$ cat src/rtl/piso_pkg.sv
// Shared types and line levels for the framed serial transmitter.
package piso_pkg;

  typedef enum logic [2:0] {
    IDLE   = 3'd0,
    START  = 3'd1,
    DATA   = 3'd2,
    PARITY = 3'd3,
    STOP   = 3'd4
  } state_e;

  localparam logic LINE_IDLE  = 1'b1;
  localparam logic LINE_START = 1'b0;

endpackage

$ cat src/rtl/piso_tx_if.sv
// Valid/ready word handshake between the PIPO register stage and piso_tx.
interface piso_tx_if #(
  parameter int WIDTH = 4
);
  logic             in_valid;
  logic             in_ready;
  logic [WIDTH-1:0] p_in;

  modport master (output in_valid, output p_in, input  in_ready);
  modport slave  (input  in_valid, input  p_in, output in_ready);
endinterface

$ cat src/rtl/bit_timer.sv
// Per-bit cycle counter: ticks on the last cycle of every serial bit while enabled.
module bit_timer #(
  parameter int CLKS_PER_BIT = 2
) (
  input  logic clk,
  input  logic rst,
  input  logic clr,
  input  logic en,
  output logic tick
);
  localparam int CNT_W = $clog2(CLKS_PER_BIT + 1);

  logic [CNT_W-1:0] cnt_q, cnt_d;

  assign tick = en && (cnt_q == CNT_W'(CLKS_PER_BIT - 1));

  always_comb begin
    cnt_d = cnt_q + 1'b1;
    if (clr || !en || tick) cnt_d = '0;
  end

  always_ff @(posedge clk or posedge rst) begin
    if (rst) cnt_q <= '0;
    else     cnt_q <= cnt_d;
  end
endmodule

$ cat src/rtl/piso_tx.sv
// Framed PISO transmitter: start bit, data MSB-first, optional even parity, stop bit.
// Define PISO_TX_PARITY_EN to build the parity bit between DATA and STOP.
module piso_tx
  import piso_pkg::*;
#(
  parameter int WIDTH        = 4,
  parameter int CLKS_PER_BIT = 2
) (
  input  logic       clk,
  input  logic       rst,
  piso_tx_if.slave   in_if,
  output logic       s_out,
  output logic       busy,
  output logic       done
);
  localparam int BIT_W = $clog2(WIDTH + 1);

  state_e           state_q, state_d;
  logic [WIDTH-1:0] shift_q, shift_d;
  logic [BIT_W-1:0] bit_cnt_q, bit_cnt_d;
  logic             ready;
  logic             accept;
  logic             tick;
`ifdef PISO_TX_PARITY_EN
  logic             par_q, par_d;
`endif

  assign ready          = (state_q == IDLE);
  assign accept         = ready && in_if.in_valid;
  assign in_if.in_ready = ready;
  assign busy           = !ready;

  bit_timer #(.CLKS_PER_BIT(CLKS_PER_BIT)) u_timer (
    .clk  (clk),
    .rst  (rst),
    .clr  (accept),
    .en   (busy),
    .tick (tick)
  );

  always_comb begin
    state_d   = state_q;
    shift_d   = shift_q;
    bit_cnt_d = bit_cnt_q;
    s_out     = LINE_IDLE;
    done      = 1'b0;
`ifdef PISO_TX_PARITY_EN
    par_d     = par_q;
`endif
    case (state_q)
      IDLE: begin
        if (in_if.in_valid) begin
          state_d   = START;
          shift_d   = in_if.p_in;
          bit_cnt_d = '0;
`ifdef PISO_TX_PARITY_EN
          par_d     = ^in_if.p_in;
`endif
        end
      end
      START: begin
        s_out = LINE_START;
        if (tick) state_d = DATA;
      end
      DATA: begin
        // The word shifts left so the outgoing bit is always the MSB.
        s_out = shift_q[WIDTH-1];
        if (tick) begin
          shift_d   = shift_q << 1;
          bit_cnt_d = bit_cnt_q + 1'b1;
          if (bit_cnt_q == BIT_W'(WIDTH - 1)) begin
            bit_cnt_d = '0;
`ifdef PISO_TX_PARITY_EN
            state_d   = PARITY;
`else
            state_d   = STOP;
`endif
          end
        end
      end
`ifdef PISO_TX_PARITY_EN
      PARITY: begin
        s_out = par_q;
        if (tick) state_d = STOP;
      end
`endif
      STOP: begin
        s_out = LINE_IDLE;
        if (tick) begin
          done    = 1'b1;
          state_d = IDLE;
        end
      end
      default: state_d = IDLE;
    endcase
  end

  always_ff @(posedge clk or posedge rst) begin
    if (rst) begin
      state_q   <= IDLE;
      shift_q   <= '0;
      bit_cnt_q <= '0;
`ifdef PISO_TX_PARITY_EN
      par_q     <= 1'b0;
`endif
    end else begin
      state_q   <= state_d;
      shift_q   <= shift_d;
      bit_cnt_q <= bit_cnt_d;
`ifdef PISO_TX_PARITY_EN
      par_q     <= par_d;
`endif
    end
  end
endmodule
$ cat src/flat_wrapper.sv
// flat-port wrapper written by rule: the top's interface ports become plain ports
module piso_tx_flat import piso_pkg::*;
#(
  parameter int WIDTH        = 4,
  parameter int CLKS_PER_BIT = 2
)
  (clk, rst, s_out, busy, done, in_if_in_valid, in_if_p_in, in_if_in_ready);
  piso_tx_if #(.WIDTH(WIDTH)) in_if_i ();
  input  logic clk;
  input  logic rst;
  output logic s_out;
  output logic busy;
  output logic done;
  input wire logic [$bits(in_if_i.in_valid)-1:0] in_if_in_valid;
  input wire logic [$bits(in_if_i.p_in)-1:0] in_if_p_in;
  output wire logic [$bits(in_if_i.in_ready)-1:0] in_if_in_ready;
  assign in_if_i.in_valid = in_if_in_valid;
  assign in_if_i.p_in = in_if_p_in;
  assign in_if_in_ready = in_if_i.in_ready;
  piso_tx #(.WIDTH(WIDTH), .CLKS_PER_BIT(CLKS_PER_BIT)) u_core (.clk(clk), .rst(rst), .in_if(in_if_i), .s_out(s_out), .busy(busy), .done(done));
endmodule
$ cat config.mk
export PLATFORM = sky130hd
export DESIGN_NAME = piso_tx_flat
export DESIGN_NICKNAME = d
export VERILOG_FILES = /design/src/rtl/piso_pkg.sv /design/src/rtl/piso_tx_if.sv /design/src/rtl/bit_timer.sv /design/src/rtl/piso_tx.sv /design/src/flat_wrapper.sv
export SDC_FILE = /design/constraint.sdc
export NUM_CORES = 1
export LEC_CHECK = 0
export CAP_MARGIN = 40
export CORE_UTILIZATION = 45
export DETAILED_ROUTE_END_ITERATION = 7
export PLACE_DENSITY = 0.77
export SYNTH_ARGS = -nofsm -noshare
export SYNTH_HDL_FRONTEND = slang
export SYNTH_SLANG_ARGS = --single-unit
$ cat constraint.sdc
create_clock -name clk -period 1.35 [get_ports clk]
set_input_delay 0.3375 -clock clk [delete_from_list [all_inputs] [get_ports clk]]
set_output_delay 0.3375 -clock clk [all_outputs]
set_load 0.1 [all_outputs]
After elaboration in Yosys (flattened, before gate mapping) --
Index checks and enable logic that the tools add are counted.
Word-level totals: register bits after elaboration 12, latch bits 0, memory bits (writable) 0, bits in read-only memories 0, logic and storage cells 42, memories 0
Cells by class: add/subtract/negate cells 2, multipliers 0, divide/modulo/power cells 0, $lt $le $gt $ge 0, eq/ne operators 10, shifts and indexed selects 0, muxes and demuxes 17, bitwise operators 0, reduce and logical (&&, ||, !) cells 9
Operator list (count):
- 3-bit 2-to-1 mux | 8
- 3-bit case mux with 4 select lines | 1
- 4-bit 2-to-1 mux | 2
- 2-bit inequality test, second input constant | 4
- 4-bit case mux with 2 select lines | 1
- 3-bit by 2-bit == test with 1-bit output, second input constant | 2
- 3-bit case mux with 2 select lines | 1
- 5-bit AND reduction | 1
- 3-bit by 1-bit adder with 3-bit output, second input constant | 1
- 3-bit by 1-bit == test with 1-bit output, second input constant | 1
- 3-bit == test, second input constant | 1
- 3-bit zero test | 1
- 3-bit AND reduction | 1
- 2-bit by 1-bit adder with 2-bit output, second input constant | 1
- 2-bit by 1-bit == test with 1-bit output, second input constant | 1
- 1-bit logical AND | 2
- 1-bit logical OR | 2
- 1-bit 2-to-1 mux | 2
- 2-bit 2-to-1 mux | 1
- 2-bit by 1-bit inequality test with 1-bit output, second input constant | 1
- 1-bit case mux with 2 select lines | 1
- 2-bit nonzero test | 1
- 1-bit zero test | 1

Depth between registers and ports, before layout --
word-level depth 5, gate-level depth with buffers 5, mapped depth without buffers 5

Hierarchy --
Synthesis repeated with hierarchy kept, for this count alone.
Second synthesis, totals: cell total of the unflattened synthesis 61, area, all modules 654.4 um2
Modules (own cells, without submodules):
- piso_tx | times used 1, cells an instance 53, area each 559.3 um2, sequential area each 250.2 um2
- bit_timer | times used 1, cells an instance 8, area each 95.1 um2, sequential area each 50.0 um2

Least setup slack after synthesis --
Ideal clock, no wire load.
path type reg2out, start register u_core.state_q[1], end output port busy, data arrival time 4.110 ns, setup slack -3.097 ns, cell stages (with the launch flop) 5, path buffers 2, cell sequence dfrtp_1 -> buf_4 -> buf_2 -> nor3_1 -> inv_1
Between the ends: word-level cells in the longest chain between the ends 2
Ends and longest elaborated chain:
- from (decl) | line piso_tx.sv:18 | state_e state_q, state_d;
- from (signal assigned) | line piso_tx.sv:107 | state_q <= state_d;
- 3-bit zero test | line piso_tx.sv:28 | assign ready = (state_q == IDLE);
- net in_if_in_ready | line flat_wrapper.sv:16 | output wire logic [$bits(in_if_i.in_ready)-1:0] in_if_in_ready;
- 1-bit zero test | line piso_tx.sv:31 | assign busy = !ready;
- to (decl) | line flat_wrapper.sv:12 | output logic busy;
The timed path passes the listed nets, and every way through them passes these cells.

Worst setup path in the final report --
start register u_core.state_q[1], end output port done
Between the ends: word-level cells in the longest chain between the ends 5, elaborated cells on any way between the ends 6
Ends and longest elaborated chain:
- 3-bit zero test | line piso_tx.sv:28
- 1-bit zero test | line piso_tx.sv:31
- 1-bit logical AND | line bit_timer.sv:15 | assign tick = en && (cnt_q == CNT_W'(CLKS_PER_BIT - 1));
- 1-bit 2-to-1 mux | line piso_tx.sv:89 | if (tick) begin
- 1-bit 2-to-1 mux (*) | line piso_tx.sv:50 | case (state_q)
- to (decl) | line flat_wrapper.sv:13 | output logic done;
Every way passes the cells marked *; elsewhere a longest branch is shown, timed or not.

==> flow_summary.yaml <==
run_status:
  status: "finished with violations"
  violations: "setup timing"
clocking:
  cts_tree: "built"
  clock_latency_ns: 0.27
  h-tree-depth: 1
  clk_pin_slew_worst_paths_ns: 0.07
  cts_buffers: 3
  cts_sinks: 12
  clockBufferDepth: 2
  root_buffer: "clkbuf_4"
detailed_routing:
  drcViolationCount: 0
  drt_first_iter_violations: 7
  wl_per_cell_um: 16.3
  ant_nets: 0
  first_pass_iters: 4
  drt_wl_total_mm: 1.68
  vias: 571
  vias_per_cell: 5.54
floorplanning:
  die_area_sq_um: 1630
  io_pins: 11
  core_sq_um: 1330
  rows: 13
  die_y_um: 40.3
  start_util_pct: 49.5
  die_w_um: 40.3
global_routing:
  antenna_found_initial: 0
  gr-usage-all-layers_pct: 26.5
  grt_max_degree: 13
  grt_pass1_vias: 586
  gr-total-overflow: 0
  grt_pass1_wl_mm: 2.66
critical_path:
  setup.worst_path.end_class: "output pin"
  critPathKind: "register to output pin"
  start_kind: "register"
  reg2regPathDepth: 9
  rrSetupSlack_ns: -0.31
  worstReg2RegEnd: "u_core.state_q[1]$_DFFE_PP0P_"
  critical_path_arrival_ns: 1.38
  rr_startpoint: "u_core.state_q[1]$_DFFE_PP0P_"
  crit_required_ns: 1.01
  cp_max_fo: 3
logic_synthesis:
  ys_seq_area_share_pct: 45.5
  synth_seq_cells: 12
  synth-edff-count: 0
  synthesis.area_sq_um: 661
  synth_top_area_share_pct: 45.5
  yosysWarningCount: 0
  synth_flop_cell: "dfrtp_1"
  yosys-top-cells-count: "12 x dfrtp_1, 5 x inv_1, 4 x nor3_1"
  yosysUniqueCellTypes: 28
  syn-num-nets: 69
  synthMostInstantiatedCell: "dfrtp_1"
  synth-async-reset-ratio_pct: 100
  syn_inst: 60
  synth_area_leader_cell: "dfrtp_1"
  avgSynthCellArea_sq_um: 11.0
  synth.area.top_cells: "dfrtp_1 45%, mux2_4 6.8%, mux2_2 5.1%"
hold_path:
  hp-class: "primary input to async pin"
place:
  io_buffers: 10
  place_congestion: 0.757
  dp_hpwl_mm: 1.10
  dp_cells: 93
  placed_cell_area_sq_um: 928
pwr:
  vdd_drop_max_mv: 1.68
  p_leak_nw: 0.469
  powerDensity_nw_per_um2: 2490
sta:
  setup_ws_ns: -0.364
  rsz0062_at_grt: "true"
  max_freq_mhz: 583
  setup_viol: 13
  hold_violations: 0
  drv_slew: 0
  fin_setup_tns_ns: -3.26
  layout_min_cycle_time_ns: 1.71
  period_share_pct: 127
  slew_headroom_pct: 70.2
  final.setup_skew_ns: 0.00637
  worstMarginPinSlew_ns: 0.447
flow_run:
  maxCapViolations: 0
finish:
  syn2layout_area_growth_pct: 61.6
  diodes: 0
  post-route-util_pct: 80.0
  finalNonFillerCells: 103
  fin_nets: 99
  drive_above_1_share_pct: 52.3
  finish.instance_area_sq_um: 1070
state kept, by name (all words and copies together), names as in the netlist:
signal                cells
u_core.state_q            3
u_core.u_timer.cnt_q      2
u_core.shift_q            4
u_core.bit_cnt_q          3
how the worst max path moves through the flow:
stage                                             start  slack [ns]  depth (start not counted)                              end
after global routing      u_core.state_q[1]$_DFFE_PP0P_       -0.41                          3                             done
after detailed placement                 in_if_in_valid       -0.29                          5  u_core.bit_cnt_q[1]$_DFFE_PP0P_
after global placement                   in_if_in_valid       -0.24                          4    u_core.shift_q[1]$_DFFE_PP0P_
final                     u_core.state_q[1]$_DFFE_PP0P_       -0.36                          3                             done
after floorplan           u_core.state_q[1]$_DFFE_PP0P_       -1.10                          4                             busy
after CTS                 u_core.state_q[1]$_DFFE_PP0P_       -0.35                          3                             done
worst max-delay path: stages (launching register included):
cell and delay, ns:
dfrtp_1 0.42, buf_6 0.15, nor4bb_4 0.32, buf_12 0.22
power by group:
part | switching [mW] | internal [mW] | leakage (nW)
sequential | 0.137 | 0.494 | 0.152
combinational | 0.921 | 0.886 | 0.302
clock | 0.112 | 0.103 | 0.0138
total | 1.17 | 1.48 | 0.469
placed cells by master (no fill, tap or decap), types with 2 or more instances in the layout:
master,netlist,final
nand4_1,2,2
mux2i_1,3,2
nor3_4,1,3
buf_4,1,16
nor2b_1,3,2
mux2_4,3,3
clkbuf_4,0,3
nor2_1,2,2
nand3b_1,2,2
inv_1,5,3
dfrtp_1,12,11
mux2_2,3,3
clkdlybuf4s50_1,0,6
nor3_1,4,2
buf_6,0,4
buf_12,0,4
cells by family (layout without fill, tap and decap cells):
family	count (synthesis)	count (layout)	synth area share, %
buffers and inverters	10	38	6.82
AOI/OAI and AO/OA	9	9	9.47
DFF	12	12	45.5
muxes	9	9	16.5
and+or+nand+nor	18	18	18.0
adders and majority gates	2	2	3.79
cell type report:
class,count,area (sq um)
multi-input cells,38,398
repair buffers,30,305
flip-flops and latches,12,302
fillers,76,267
clock buffers,3,22.5
inverters,5,21.3
well taps,15,18.8
per-layer routing:
metal	wire (um)	track usage (%)
met4	29	10.0
met5	0	0
met3	74	11.7
met1	727	29.4
met2	849	44.4
through the flow:
stage                     worst slack [ns]  hold WS (ns)  power [mW]
after floorplan                      -1.10         0.202        1.60
after global placement              -0.243         0.423        2.07
after detailed placement            -0.290         0.437        2.11
after CTS                           -0.354         0.377        2.57
after global routing                -0.414         0.420        2.78
final                               -0.364         0.360        2.65
what timing repair did:
action,in CTS,in global routing
pin swaps,4,3
setup buffers,7,1
setup endpoints to repair,11,14
gates resized for setup,16,3
hold buffers,0,0
No activity file was read; power rests on OpenSTA's default activity.
